===== src/rtl/bcd2bin_seq.sv =====
// bcd2bin_seq: reverse double-dabble BCD-to-binary, one bit per clk; ports clk, rst_n, start, bcd_in -> busy, done, bin_out, err
module bcd2bin_seq #(
  parameter int DIGITS = 2,
  parameter int BIN_W  = 7
) (
  input  logic                  clk,
  input  logic                  rst_n,
  input  logic                  start,
  input  logic [4*DIGITS-1:0]   bcd_in,
  output logic                  busy,
  output logic                  done,
  output logic [BIN_W-1:0]      bin_out,
  output logic                  err
);
  localparam int BW = 4 * DIGITS;
  localparam int CW = $clog2(BIN_W + 1);
  typedef enum logic [1:0] {IDLE, CONV, DONE} state_t;
  state_t state_q, state_d;
  logic [BW-1:0] bcd_q, bcd_d, sh_bcd, adj;
  logic [BIN_W-1:0] bin_q, bin_d, sh_bin, bin_out_q, bin_out_d;
  logic [CW-1:0] cnt_q, cnt_d;
  logic [DIGITS-1:0] dig_bad;
  logic err_q, err_d, err_out_q, err_out_d, last;
  assign {sh_bcd, sh_bin} = {bcd_q, bin_q} >> 1;
  genvar d;
  for (d = 0; d < DIGITS; d++) begin : g_dig
    assign adj[4*d+:4] = sh_bcd[4*d+:4] >= 4'd8 ? sh_bcd[4*d+:4] - 4'd3 : sh_bcd[4*d+:4];
    assign dig_bad[d] = bcd_in[4*d+:4] > 4'd9;
  end
  assign last = cnt_q == CW'(BIN_W - 1);
  always_comb begin
    state_d   = state_q;
    bcd_d     = bcd_q;
    bin_d     = bin_q;
    cnt_d     = cnt_q;
    err_d     = err_q;
    bin_out_d = bin_out_q;
    err_out_d = err_out_q;
    case (state_q)
      IDLE: if (start) begin
        state_d = CONV;
        bcd_d   = bcd_in;
        bin_d   = '0;
        cnt_d   = '0;
        err_d   = |dig_bad;
      end
      CONV: begin
        bcd_d = adj;
        bin_d = sh_bin;
        cnt_d = cnt_q + 1'b1;
        if (last) begin
          state_d   = DONE;
          bin_out_d = err_q ? '0 : sh_bin;
          err_out_d = err_q;
        end
      end
      default: state_d = IDLE;
    endcase
  end
  always_ff @(posedge clk) begin
    if (!rst_n) begin
      state_q   <= IDLE;
      bcd_q     <= '0;
      bin_q     <= '0;
      cnt_q     <= '0;
      err_q     <= 1'b0;
      bin_out_q <= '0;
      err_out_q <= 1'b0;
    end else begin
      state_q   <= state_d;
      bcd_q     <= bcd_d;
      bin_q     <= bin_d;
      cnt_q     <= cnt_d;
      err_q     <= err_d;
      bin_out_q <= bin_out_d;
      err_out_q <= err_out_d;
    end
  end
  assign busy    = state_q != IDLE;
  assign done    = state_q == DONE;
  assign bin_out = bin_out_q;
  assign err     = err_out_q;
endmodule


===== config.mk =====
export PLATFORM = sky130hd
export DESIGN_NAME = bcd2bin_seq
export DESIGN_NICKNAME = d
export VERILOG_FILES = /design/src/rtl/bcd2bin_seq.sv
export SDC_FILE = /design/constraint.sdc
export NUM_CORES = 1
export LEC_CHECK = 0
export BUFFER_PORTS_ARGS = -buffer_cell sky130_fd_sc_hd__buf_2
export CORE_ASPECT_RATIO = 0.9
export CORE_MARGIN = 2
export CORE_UTILIZATION = 54
export DETAILED_ROUTE_END_ITERATION = 8
export GPL_TIMING_DRIVEN = 0
export PLACE_DENSITY = 0.82
export SLEW_MARGIN = 20
export SYNTH_ARGS = -nofsm -noshare
export SYNTH_HDL_FRONTEND = slang
export SYNTH_SLANG_ARGS = --single-unit

===== constraint.sdc =====
create_clock -name clk -period 1.85 [get_ports clk]
set_clock_uncertainty 0.15 [all_clocks]
set_input_delay 0.185 -clock clk [delete_from_list [all_inputs] [get_ports clk]]
set_output_delay 0.185 -clock clk [all_outputs]
set_load 0.01 [all_outputs]

==> Yosys cells after proc, flatten, opt, wreduce, memory -nomap -nowiden <==
Cells that the tools add are included.
{ "classes": {"eq_ne": 5, "addsub": 3, "magnitude_cmp": 4, "n_mux": 12, "reduce_logical": 8} }
{ "op_table": {"columns": ["op", "n"], "rows": [
  ["8-bit one-hot mux with 2 select lines", 1],
  ["7-bit two-way mux", 2],
  ["7-bit one-hot mux with 2 select lines", 1],
  ["4-bit greater-than comparator (second input constant)", 2],
  ["4-bit two-way mux", 2],
  ["8-bit two-way mux", 1],
  ["2-bit AND reduction", 4],
  ["3-bit one-hot mux with 2 select lines", 1],
  ["3-bit by 4-bit greater-or-equal comparator with 1-bit output (second input constant)", 1],
  ["4-bit greater-or-equal comparator (second input constant)", 1],
  ["2-bit two-way mux", 2],
  ["2-bit != test (second input constant)", 2],
  ["2-bit one-hot mux with 2 select lines", 1],
  ["2-bit nonzero test", 2],
  ["3-bit by 2-bit subtractor with 4-bit output (second input constant)", 1],
  ["4-bit by 2-bit subtractor with 4-bit output (second input constant)", 1],
  ["3-bit by 1-bit adder with 3-bit output (second input constant)", 1],
  ["3-bit equality test (second input constant)", 1],
  ["3-bit two-way mux", 1],
  ["2-bit by 1-bit equality test with 1-bit output (second input constant)", 1],
  ["2-bit equality test (second input constant)", 1],
  ["2-bit logical NOT", 1],
  ["2-bit OR reduction", 1]
]} }
{ "totals": {"ff_bits": 29, "out_inout_bits": 10} }

==> Longest topological paths before layout <==
{ "logic_depth": {"depth_word": 3, "depth_mapped": 7, "depth_no_buf": 5} }

==> Least setup slack after synthesis <==
OpenSTA, ideal clock, no wires.
{ "synth_timing": {"kind": "reg2reg", "startpoint": "reg cnt_q[0]", "endpoint": "reg state_q[1]", "path_stages_with_launch": 7, "t_required_ns": 1.585, "slack_ns": 0.417, "setup_ns": 0.115, "path_buffers": 2, "t_arrival_ns": 1.168, "path_cell_list": "dfxtp_1 > inv_1 > ha_1 > and4b_1 > buf_4 > buf_4 > and2_1"} }
{ "synth_via": {"elab_chain_cells": 3} }
{ "synth_lines": {"columns": ["item", "line_no", "source"], "rows": [
  ["from (decl)", "21", "logic [CW-1:0] cnt_q, cnt_d;"],
  ["from (signal assigned)", "73", "cnt_q <= cnt_d;"],
  ["3-bit equality test", "30", "assign last = cnt_q == CW'(BIN_W - 1);"],
  ["2-bit != test (no source line)", null, null],
  ["2-bit AND reduction (no source line)", null, null],
  ["to (signal assigned)", "70", "state_q <= state_d;"],
  ["to (decl)", "18", "state_t state_q, state_d;"]
]} }
No other way between the ends.
A chain may end at the register's enable or synchronous reset.

==> Worst setup path after layout <==
{ "layout_timing": {"startpoint": "reg state_q[0]", "endpoint": "out busy"} }
{ "layout_via": {"elab_chain_cells": 1} }
{ "layout_lines": {"columns": ["item", "line_no", "source"], "rows": [
  ["2-bit nonzero test", "79", "assign busy = state_q != IDLE;"],
  ["to (decl)", "10", "output logic busy,"]
]} }
No other way between the ends.

==> flow_metrics.tcl <==
set metrics [dict create \
    setup_viol 0 \
    synth_commonest_cells "dfxtp_1, o21ai_0, nand2_1" \
    drt-pass1-iter-count 4 \
    worst_ep_arrival_time_ns 1.33 \
    postRouteAntennaNets 0 \
    n_antenna_cell 0 \
    r2r_slack_ns 0.27 \
    start_kind "flip-flop" \
    powerDensity_nw_per_um2 716 \
    ys.warnings.count 0 \
    fillers 177 \
    via_per_inst 5.70 \
    drt-total-wl_mm 2.93 \
    post_cts_resized 0 \
    final_util_pct 68.5 \
    fin_crit_ns 1.67 \
    total_power_w 0.00109 \
    yosys.area.top_type "dfxtp_1" \
    cts_sinks 28 \
    place.gp.congestion 0.840 \
    cts_inserted_buffers 3 \
    r2r.worst_path.cells 7 \
    core-area_sq_um 2220 \
    route.detailed.drc 0 \
    track_usage_pct 23.4 \
    routedWlPerCell_microns 14.6 \
    initial_core_util_pct 58.1 \
    synth_ff_type "dfxtp_1" \
    vdd_ir_drop_max_mv 0.631 \
    p_leak_nw 0.629 \
    crit_start "state_q[0]" \
    ys_types 35 \
    clk_pin_slew_ns 0.15 \
    fin_nets 190 \
    finalHoldViolCount 0 \
    cts_tree "built" \
    rsz0062_at_grt "no" \
    clockBufferDepth 2 \
    io_pins 21 \
    criticalPathCategory "reg -> out" \
    vias 1145 \
    critPathMaxFanout 10 \
    ys_top_cells_by_area "dfxtp_1, o21ai_0, nor2b_1" \
    die_y_microns 50.4 \
    dp_hpwl_mm 2.05 \
    min_path_type "in -> reg" \
    worst_pin_slew_ns 0.453 \
    yosysMostFrequentCell "dfxtp_1" \
    relSlewSlack_pct 69.8 \
    grt_pass1_vias 1143 \
    port_buffers 20 \
    clock_latency_ns 0.33 \
    dieArea_sq_um 2800 \
    seq_area_frac_synth_pct 43.4 \
    syn_area_sq_um 1290 \
    yosysTopAreaCellShare_pct 43.4 \
    grt_max_degree 16 \
    rows 16 \
    antenna_found_initial 0 \
    drt-initial-drc-count 48 \
    avgSynthCellArea_sq_um 8.97 \
    syn_to_final_growth_pct 17.8 \
    syn_nets 159 \
    max-cap-violations 0 \
    maxSlewViolCount 0 \
    holdWs_ns 0.0107 \
    cts.htree.levels 1 \
    worstPathRequired_ns 1.51 \
    postCtsSetupBuffers 0 \
    root_buffer "clkbuf_4" \
    drive_gt1_share_pct 20.1 \
    synth-edff-count 0 \
    r2r_start "cnt_q[0]" \
    cp-endpoint "busy" \
    async_reset_ff_share_pct 0 \
    max_freq_ghz 0.600 \
    die_w_microns 55.5 \
    grt-ovfl-total 0 \
    post-route-period-util_pct 90.0 \
    rr_endpoint "err" \
    ys_ff_latch 28 \
    critical_path.endpoint_type "primary output" \
    syn-instance-count 144 \
    tns_ns 0 \
    status "finished clean" \
    grt_pass1_wl_mm 5.24 \
]
[sequential cells by signal, summed over array words and instances (netlist names)]
register	cells
bin_q	6
state_q	2
cnt_q	3
bin_out	7
bcd_q	8
err_q	1
err	1
[worst min path at each step]
stage | start | end | slack, ns | cells after the start
after floorplan | bcd_in[4] | bcd_q[4] | 0.17 | 2
after global placement | bcd_in[4] | bcd_q[4] | 0.28 | 3
after detailed placement | bcd_in[4] | bcd_q[4] | 0.29 | 3
after CTS | bcd_in[7] | err_q | 0.003 | 3
after global routing | bcd_in[0] | bcd_q[0] | 0.02 | 3
final | bcd_in[0] | bcd_q[0] | 0.01 | 3
[cells in the final DEF (no fill, tap or decap), types with 2 or more instances in the layout]
| master | n |
|---|---|
| a21oi_1 | 7 |
| a22oi_1 | 6 |
| a31oi_1 | 2 |
| and2_1 | 2 |
| and3_1 | 2 |
| buf_2 | 22 |
| buf_4 | 5 |
| clkbuf_1 | 3 |
| clkbuf_4 | 3 |
| dfxtp_1 | 28 |
| dlygate4sd3_1 | 6 |
| ha_1 | 4 |
| inv_1 | 4 |
| nand2_1 | 16 |
| nand2b_1 | 2 |
| nand3_1 | 6 |
| nand4b_1 | 7 |
| nor2_1 | 2 |
| nor2b_1 | 10 |
| nor3b_1 | 3 |
| o21ai_0 | 17 |
[stage by stage]
stage,setup WS (ns),std cells,instance area (sq um)
floorplan,0.417,144,1290
global placement,0.331,191,1430
detailed placement,0.290,191,1430
CTS,0.181,200,1510
global route,0.106,201,1520
finish,0.185,201,1520
[worst max-delay path: stages (launching register included)]
cell and delay, ns:
dfxtp_1 0.37, buf_2 0.19, or2_2 0.30, buf_2 0.14
[logic make-up (layout without fill, tap and decap cells)]
logic type,count (synthesis),in the layout,synth area share [%]
buf+inv,14,44,5.72
mux,1,1,0.775
xor+xnor,2,2,1.36
flops,28,28,43.4
simple gates,54,54,24.1
compound gates,41,41,20.7
fa+ha+maj,4,4,3.88
[layout make-up]
| type | instances | area, sq um | area share [%] |
|---|---|---|---|
| buffer | 10 | 58.8 | 3.87 |
| inverter | 4 | 15.0 | 0.987 |
| tap | 27 | 33.8 | 2.22 |
| multi-input combinational | 102 | 657 | 43.2 |
| sequential | 28 | 561 | 36.8 |
| clock buffer | 4 | 36.3 | 2.38 |
| timing repair buffer | 26 | 160 | 10.5 |
[power breakdown]
part | internal (W) | total (W) | switching (W)
registers | 0.000625 | 0.000648 | 0.0000235
clock network | 0.000121 | 0.000299 | 0.000178
logic | 0.0000673 | 0.000142 | 0.0000747
total | 0.000813 | 0.00109 | 0.000276
[per-layer routing]
metal  wire, microns  up-vias  global-route usage, %
met5               0        -                      0
met4               8        0                   4.07
met3             135        2                   6.44
met2            1410       26                   40.1
met1            1380      542                   30.0
li1                -      575                      -
[timing repair]
item	CTS	global route
hold buffers	5	1
hold endpoints to repair	5	1
setup endpoints to repair	0	0
Power figures use the tool's default switching activity.
